File: src/rtl/mmio_bus.sv
// rtl/mmio_bus.sv - address decode for RAM, LED, free-running cycle counter and optional timer (MMIO_TIMER_EN)
`timescale 1ns/1ps
module mmio_bus #(
    parameter int          RAM_WORDS = 64,
    parameter logic [31:0] IO_BASE   = 32'hFFFF0000,
    parameter int          LED_W     = 8
) (
    input  logic             clk,
    input  logic             reset,
    input  logic [31:0]      adr,
    input  logic [31:0]      writedata,
    input  logic             memwrite,
    output logic [31:0]      readdata,
    output logic             ram_we,
    input  logic [31:0]      ram_rd,
    output logic [LED_W-1:0] leds,
    output logic             timer_irq
);
    localparam logic [31:0] RAM_LIMIT = 32'(RAM_WORDS * 4);
    localparam logic [29:0] IO_BASE_W = IO_BASE[31:2];

    logic             ram_sel;
    logic [29:0]      io_word;
    logic             io_led;
    logic             io_cycle;
    logic [LED_W-1:0] led_q, led_d;
    logic [31:0]      cycle_q, cycle_d;

    // Word offset into the I/O window; byte lanes adr[1:0] never take part in I/O decode.
    assign ram_sel  = adr < RAM_LIMIT;
    assign io_word  = adr[31:2] - IO_BASE_W;
    assign io_led   = !ram_sel && (io_word == 30'd0);
    assign io_cycle = !ram_sel && (io_word == 30'd1);
    assign ram_we   = memwrite & ram_sel;
    assign leds     = led_q;

    // LED takes the low writedata bits on a store; CYCLE free-runs and ignores stores.
    always_comb begin
        led_d   = led_q;
        cycle_d = cycle_q + 32'd1;
        if (memwrite && io_led) begin
            led_d = writedata[LED_W-1:0];
        end
    end

    // LED and cycle counter registers.
    always_ff @(posedge clk or negedge reset) begin
        if (!reset) begin
            led_q   <= '0;
            cycle_q <= '0;
        end else begin
            led_q   <= led_d;
            cycle_q <= cycle_d;
        end
    end

`ifdef MMIO_TIMER_EN
    typedef enum logic [1:0] {T_IDLE, T_RUN, T_EXPIRE} tstate_e;

    tstate_e     state_q, state_d;
    logic [31:0] tcount_q, tcount_d;
    logic [31:0] treload_q, treload_d;
    logic        en_q, en_d;
    logic        ar_q, ar_d;
    logic        irq_q, irq_d;
    logic        io_tcount;
    logic        io_tctrl;
    logic        io_treload;

    assign io_tcount  = !ram_sel && (io_word == 30'd2);
    assign io_tctrl   = !ram_sel && (io_word == 30'd3);
    assign io_treload = !ram_sel && (io_word == 30'd4);
    assign timer_irq  = irq_q;

    // Timer next state: hardware count/expire first, then software writes override, then IRQ set wins over clear.
    always_comb begin
        tcount_d  = tcount_q;
        treload_d = treload_q;
        en_d      = en_q;
        ar_d      = ar_q;
        irq_d     = irq_q;
        case (state_q)
            T_RUN:    tcount_d = tcount_q - 32'd1;
            T_EXPIRE: begin
                if (ar_q) begin
                    tcount_d = treload_q;
                end else begin
                    en_d = 1'b0;
                end
            end
            default: ;
        endcase
        if (memwrite && io_tcount) begin
            tcount_d = writedata;
        end
        if (memwrite && io_treload) begin
            treload_d = writedata;
        end
        if (memwrite && io_tctrl) begin
            en_d = writedata[0];
            ar_d = writedata[1];
            if (writedata[2]) begin
                irq_d = 1'b0;
            end
        end
        if (state_q == T_EXPIRE) begin
            irq_d = 1'b1;
        end
        if (!en_d) begin
            state_d = T_IDLE;
        end else if (tcount_d == 32'd0) begin
            state_d = T_EXPIRE;
        end else begin
            state_d = T_RUN;
        end
    end

    // Timer FSM and its registered control/status bits.
    always_ff @(posedge clk or negedge reset) begin
        if (!reset) begin
            state_q   <= T_IDLE;
            tcount_q  <= '0;
            treload_q <= '0;
            en_q      <= 1'b0;
            ar_q      <= 1'b0;
            irq_q     <= 1'b0;
        end else begin
            state_q   <= state_d;
            tcount_q  <= tcount_d;
            treload_q <= treload_d;
            en_q      <= en_d;
            ar_q      <= ar_d;
            irq_q     <= irq_d;
        end
    end
`else
    logic unused_wdata;

    assign unused_wdata = ^writedata;
    assign timer_irq    = 1'b0;
`endif

    // Zero-latency read mux; anything not decoded reads as zero.
    always_comb begin
        readdata = '0;
        if (ram_sel) begin
            readdata = ram_rd;
        end else if (io_led) begin
            readdata = 32'(led_q);
        end else if (io_cycle) begin
            readdata = cycle_q;
        end
`ifdef MMIO_TIMER_EN
        else if (io_tcount) begin
            readdata = tcount_q;
        end else if (io_tctrl) begin
            readdata = {29'd0, irq_q, ar_q, en_q};
        end else if (io_treload) begin
            readdata = treload_q;
        end
`endif
    end
endmodule

File: config.mk
export PLATFORM = sky130hd
export DESIGN_NAME = mmio_bus
export DESIGN_NICKNAME = d
export VERILOG_FILES = /design/src/rtl/mmio_bus.sv
export SDC_FILE = /design/constraint.sdc
export NUM_CORES = 1
export LEC_CHECK = 0
export ABC_AREA = 1
export CAP_MARGIN = 20
export CORE_ASPECT_RATIO = 0.8
export CORE_MARGIN = 1.5
export CORE_UTILIZATION = 30
export DETAILED_ROUTE_END_ITERATION = 8
export MAX_ROUTING_LAYER = met4
export SLEW_MARGIN = 10
export SYNTH_ARGS = -nofsm -noshare
export SYNTH_HDL_FRONTEND = slang
export SYNTH_SLANG_ARGS = --single-unit
File: constraint.sdc
create_clock -name clk -period 2.8 [get_ports clk]
set_clock_uncertainty 0.1 [all_clocks]
set_input_delay 0.42 -clock clk [delete_from_list [all_inputs] [get_ports clk]]
set_output_delay 0.42 -clock clk [all_outputs]
set_load 0.02 [all_outputs]
; ---- After elaboration in Yosys (flattened, before gate mapping)
; Cells that the tools add are included.
[classes]
add_sub_neg = 2
order_cmp = 1
n_eq_ne = 1
n_mux = 3
bitwise = 1
n_reduce_logical = 5
[ops]
columns = operator, n
row1 = 32-bit two-way mux, 3
row2 = "32-bit by 1-bit adder with 32-bit output, second input constant", 1
row3 = "32-bit by 9-bit < comparator with 1-bit output, second input constant", 1
row4 = "30-bit by 1-bit == test with 1-bit output, second input constant", 1
row5 = 30-bit zero test, 1
row6 = "30-bit subtractor, second input constant", 1
row7 = 1-bit logical AND, 3
row8 = 1-bit bitwise AND, 1
row9 = 1-bit zero test, 1
[totals]
ff_bits = 40
input_bits = 99
output_inout_bits = 42
elab_cells = 15

; ---- Logic depth before layout (Yosys ltp)
[logic_depth]
ltp_word = 6
ltp_mapped = 14
depth_no_buf = 13

; ---- Worst setup path after synthesis
; Ideal clock, no wire load.
[synth_path]
path_kind = input port to output port
from = in adr[9]
to = out readdata[10]
arrival_ps = 1979
required_time_ps = 2280
slack_ps = 301
cell_stages = 6
n_path_buf = 0
cell_sequence = or2_2 nor3_1 nand2_1 nor3b_2 nand2_2 o21ai_0
[synth_via]
elab_chain_len = 6
elab_cells_between_ends = 10
cone_classes = add/sub (1) / order compare (1) / eq/ne (1) / mux (3) / reduce/logical (4)
[synth_lines]
columns = item, line
row1 = start: declaration, 10  ; input logic [31:0] adr,
row2 = 30-bit subtractor / 32-bit by 9-bit < comparator with 1-bit output (equally long branches), "31, 30"
row3 = 30-bit by 1-bit == test with 1-bit output / 1-bit zero test (equally long branches), "33, 32"
row4 = 1-bit logical AND, 33  ; assign io_cycle = !ram_sel && (io_word == 30'd1);
row5 = 32-bit two-way mux, 150  ; end else if (io_cycle) begin
row6 = 32-bit two-way mux, 148  ; end else if (io_led) begin
row7 = 32-bit two-way mux *, 146  ; if (ram_sel) begin
row8 = end: declaration, 13  ; output logic [31:0] readdata,
; Every way passes the cells marked *; elsewhere a longest branch is shown, timed or not.

; ---- Worst setup path after layout
[layout_path]
from = in adr[5]
to = out readdata[24]
; The elaborated chain is that of the path after synthesis.

==> metrics <==
max cap viols 0; layout cell share with drive strength beyond 1 25.0%; Vias per Instance 4.59; Clock Sinks 40; gpl congestion 0.958; GRT busiest layer met2; RR Endpoint cycle_q[30]; Final Cell Area 4840 µm²; die area 10800 µm²; Worst Path Max Fanout 8; endpoint class of the critical path output port; RR Startpoint cycle_q[0]; FP Rows 32; critical path type in2out; clock latency on the worst-skew pair 280 ps; fin crit period 2660 ps; status completed; # IOs 141; H-tree Lvls 2; die height 93.3 µm; core area 9770 µm²; Post-DP Area 4560 µm²; Port Buffer Count 113; Leak 2.31 nW; GR Layer Usage met3 2.33%; Slew Limit Fails 0; Congestion Overflow GR 0; Power, Total 1.44 mW; DP Cell Count 724; fmax 376 MHz; Required @ worst endpoint 2280 ps; grt met1 use 24.9%; sequential share of the synthesized area 32.7%; Num CTS Buffers 5; WL/cell 12.5 µm; DR DRC count 0; flops & latches, synth 40; Nets 704; final core occ 49.5%; Vias 3398; initial antenna violation count 0; final number of hold-violating endpoints 0; power per cell area 297 nW/µm²; number of nets with antenna violations after routing 0; Initial DRC Count 151; Period Utilization, post-route 94.9%; Hold Crit Class in2async; first-pass GRT wire length 14900 µm; Root Driver clkbuf_16; Peak VDD IR 0.217 mV; met2 Resource Use GR 26.6%; Cells after Synth 455; GR Util All Layers 17.6%; CTS tree built; Worst-Margin Slew 889 ps; Netlist Area Pre-Place 3060 µm²; largest net degree at the start of global routing 41; syn avg cell area 6.72 µm²; R2R cell count 10; critical path arrival 2140 ps; CP Launch Type primary input; final instance count without filler cells 741; Slew headroom 40.7%; reg-to-reg setup timing slack 470 ps; Post-Syn Nets 555; synth-to-layout area growth 58.2%; Final Setup Violations 0; initial cell density of the core 31.3%; DIE WIDTH 116 µm; number of distinct library cells after synthesis 31; HPWL after DPL 7160 µm; vias in the first global route 3138; Routed WL 9260 µm; DRT Pass-1 Iters 4; clock-pin slew on the worst setup and hold paths 60 ps; ANT cells 0; clock buffer depth 2; Synth warnings 0
-- cells in the mapped netlist, drive strengths merged --
library cell / instances / area, µm²
or3: 1 / 6.26
xnor2: 13 / 114
nor3: 12 / 65.1
inv: 57 / 214
nor3b: 3 / 27.5
ha: 1 / 12.5
o21ai: 34 / 200
nand4: 31 / 194
nand2: 160 / 611
nand3b: 1 / 7.51
conb: 1 / 3.75
xor2: 20 / 175
a21oi: 1 / 5.00
nor4: 2 / 12.5
clkbuf: 4 / 15.0
buf: 9 / 66.3
or2: 1 / 6.26
dfrtp: 40 / 1000
nor2: 41 / 189
nand3: 22 / 123
and2: 1 / 8.76
-- cells by family (layout without fill, tap and decap cells) --
family                   after synthesis  in the layout  synth area share (%)
AND/OR/NAND/NOR                      275            275                  40.9
buffers and inverters                 70            220                  9.66
flip-flops                            40             40                  32.7
AO/OA/AOI/OAI                         35             35                  6.71
XOR/XNOR                              33             33                  9.46
adder cells (fa/ha/maj)                1              1                 0.409
other                                  1              1                 0.123
-- layer usage --
metal / vias to the layer above / share of wire [%]
met2: 95 / 44
met3: 13 / 4.9
met1: 1545 / 50
met5: - / 0
li1: 1745 / -
met4: 0 / 1.3
-- critical path, stage by stage --
cell	delay [ps]
clkdlybuf4s50_1	410
or3_4	390
nor3b_4	240
buf_4	150
nand2_4	70
buf_4	170
o21ai_1	110
buf_2	170
-- worst max-delay path by stage --
stage / startpoint / to / slack [ps] / cells after the start
3_5_place_dp: adr[18] / readdata[6] / -780 / 15
5_1_grt: adr[27] / readdata[6] / -40 / 16
4_1_cts: adr[9] / readdata[6] / -70 / 12
6_report: adr[5] / readdata[24] / 140 / 8
3_3_place_gp: adr[16] / readdata[31] / -740 / 14
2_1_floorplan: adr[9] / readdata[10] / 300 / 6
-- report_power, final --
| group | leakage, nW | switching, mW | internal, mW |
|---|---|---|---|
| Combinational | 1.68 | 0.0891 | 0.113 |
| Clock | 0.0840 | 0.232 | 0.423 |
| Sequential | 0.545 | 0.00000000370 | 0.578 |
| Total | 2.31 | 0.321 | 1.11 |
-- cell type report --
class / instances / area (µm²)
sequential: 40 / 1000
inverter: 57 / 214
tap: 136 / 170
timing repair buffer: 155 / 1360
fill: 995 / 4930
clock inverter: 3 / 47.5
multi-input combinational: 345 / 1920
clock buffer: 5 / 125
-- what timing repair did --
action                     CTS  global route
buffers inserted             5             4
gates resized for setup    197            54
pin swaps                   18            20
setup endpoints to repair   33            32
hold buffers                 0             0
-- sequential cells by signal (all words and copies together) (netlist names) --
signal	cells
cycle_q	32
leds	8
-- metrics by stage --
stage | setup TNS (ps) | worst slack (ps) | hold slack [ps]
CTS | -283 | -65.0 | 196
floorplan | 0 | 301 | 24.4
detailed placement | -23500 | -780 | 364
global placement | -22230 | -739 | 360
finish | 0 | 143 | 164
global route | -237 | -44.8 | 243
-- cells in the final DEF, fill, tap and decap left out, types with 4 or more instances in the layout --
cell               n
nor3_1             7
nor2_1            26
buf_2             25
buf_12             5
clkdlybuf4s50_1   58
nor2_2             7
nand2_2           13
nand4_1           31
dlymetal6s2s_1     6
nand2_1          144
inv_1             54
dfrtp_1           40
clkbuf_2           8
clkbuf_16          5
xnor2_1           13
xor2_1            20
o21ai_1           22
nor3_2             4
nor2_4             8
buf_6              8
o21ai_2            9
buf_4             40
nand3_1           18
(Power assumes the default switching activity.)
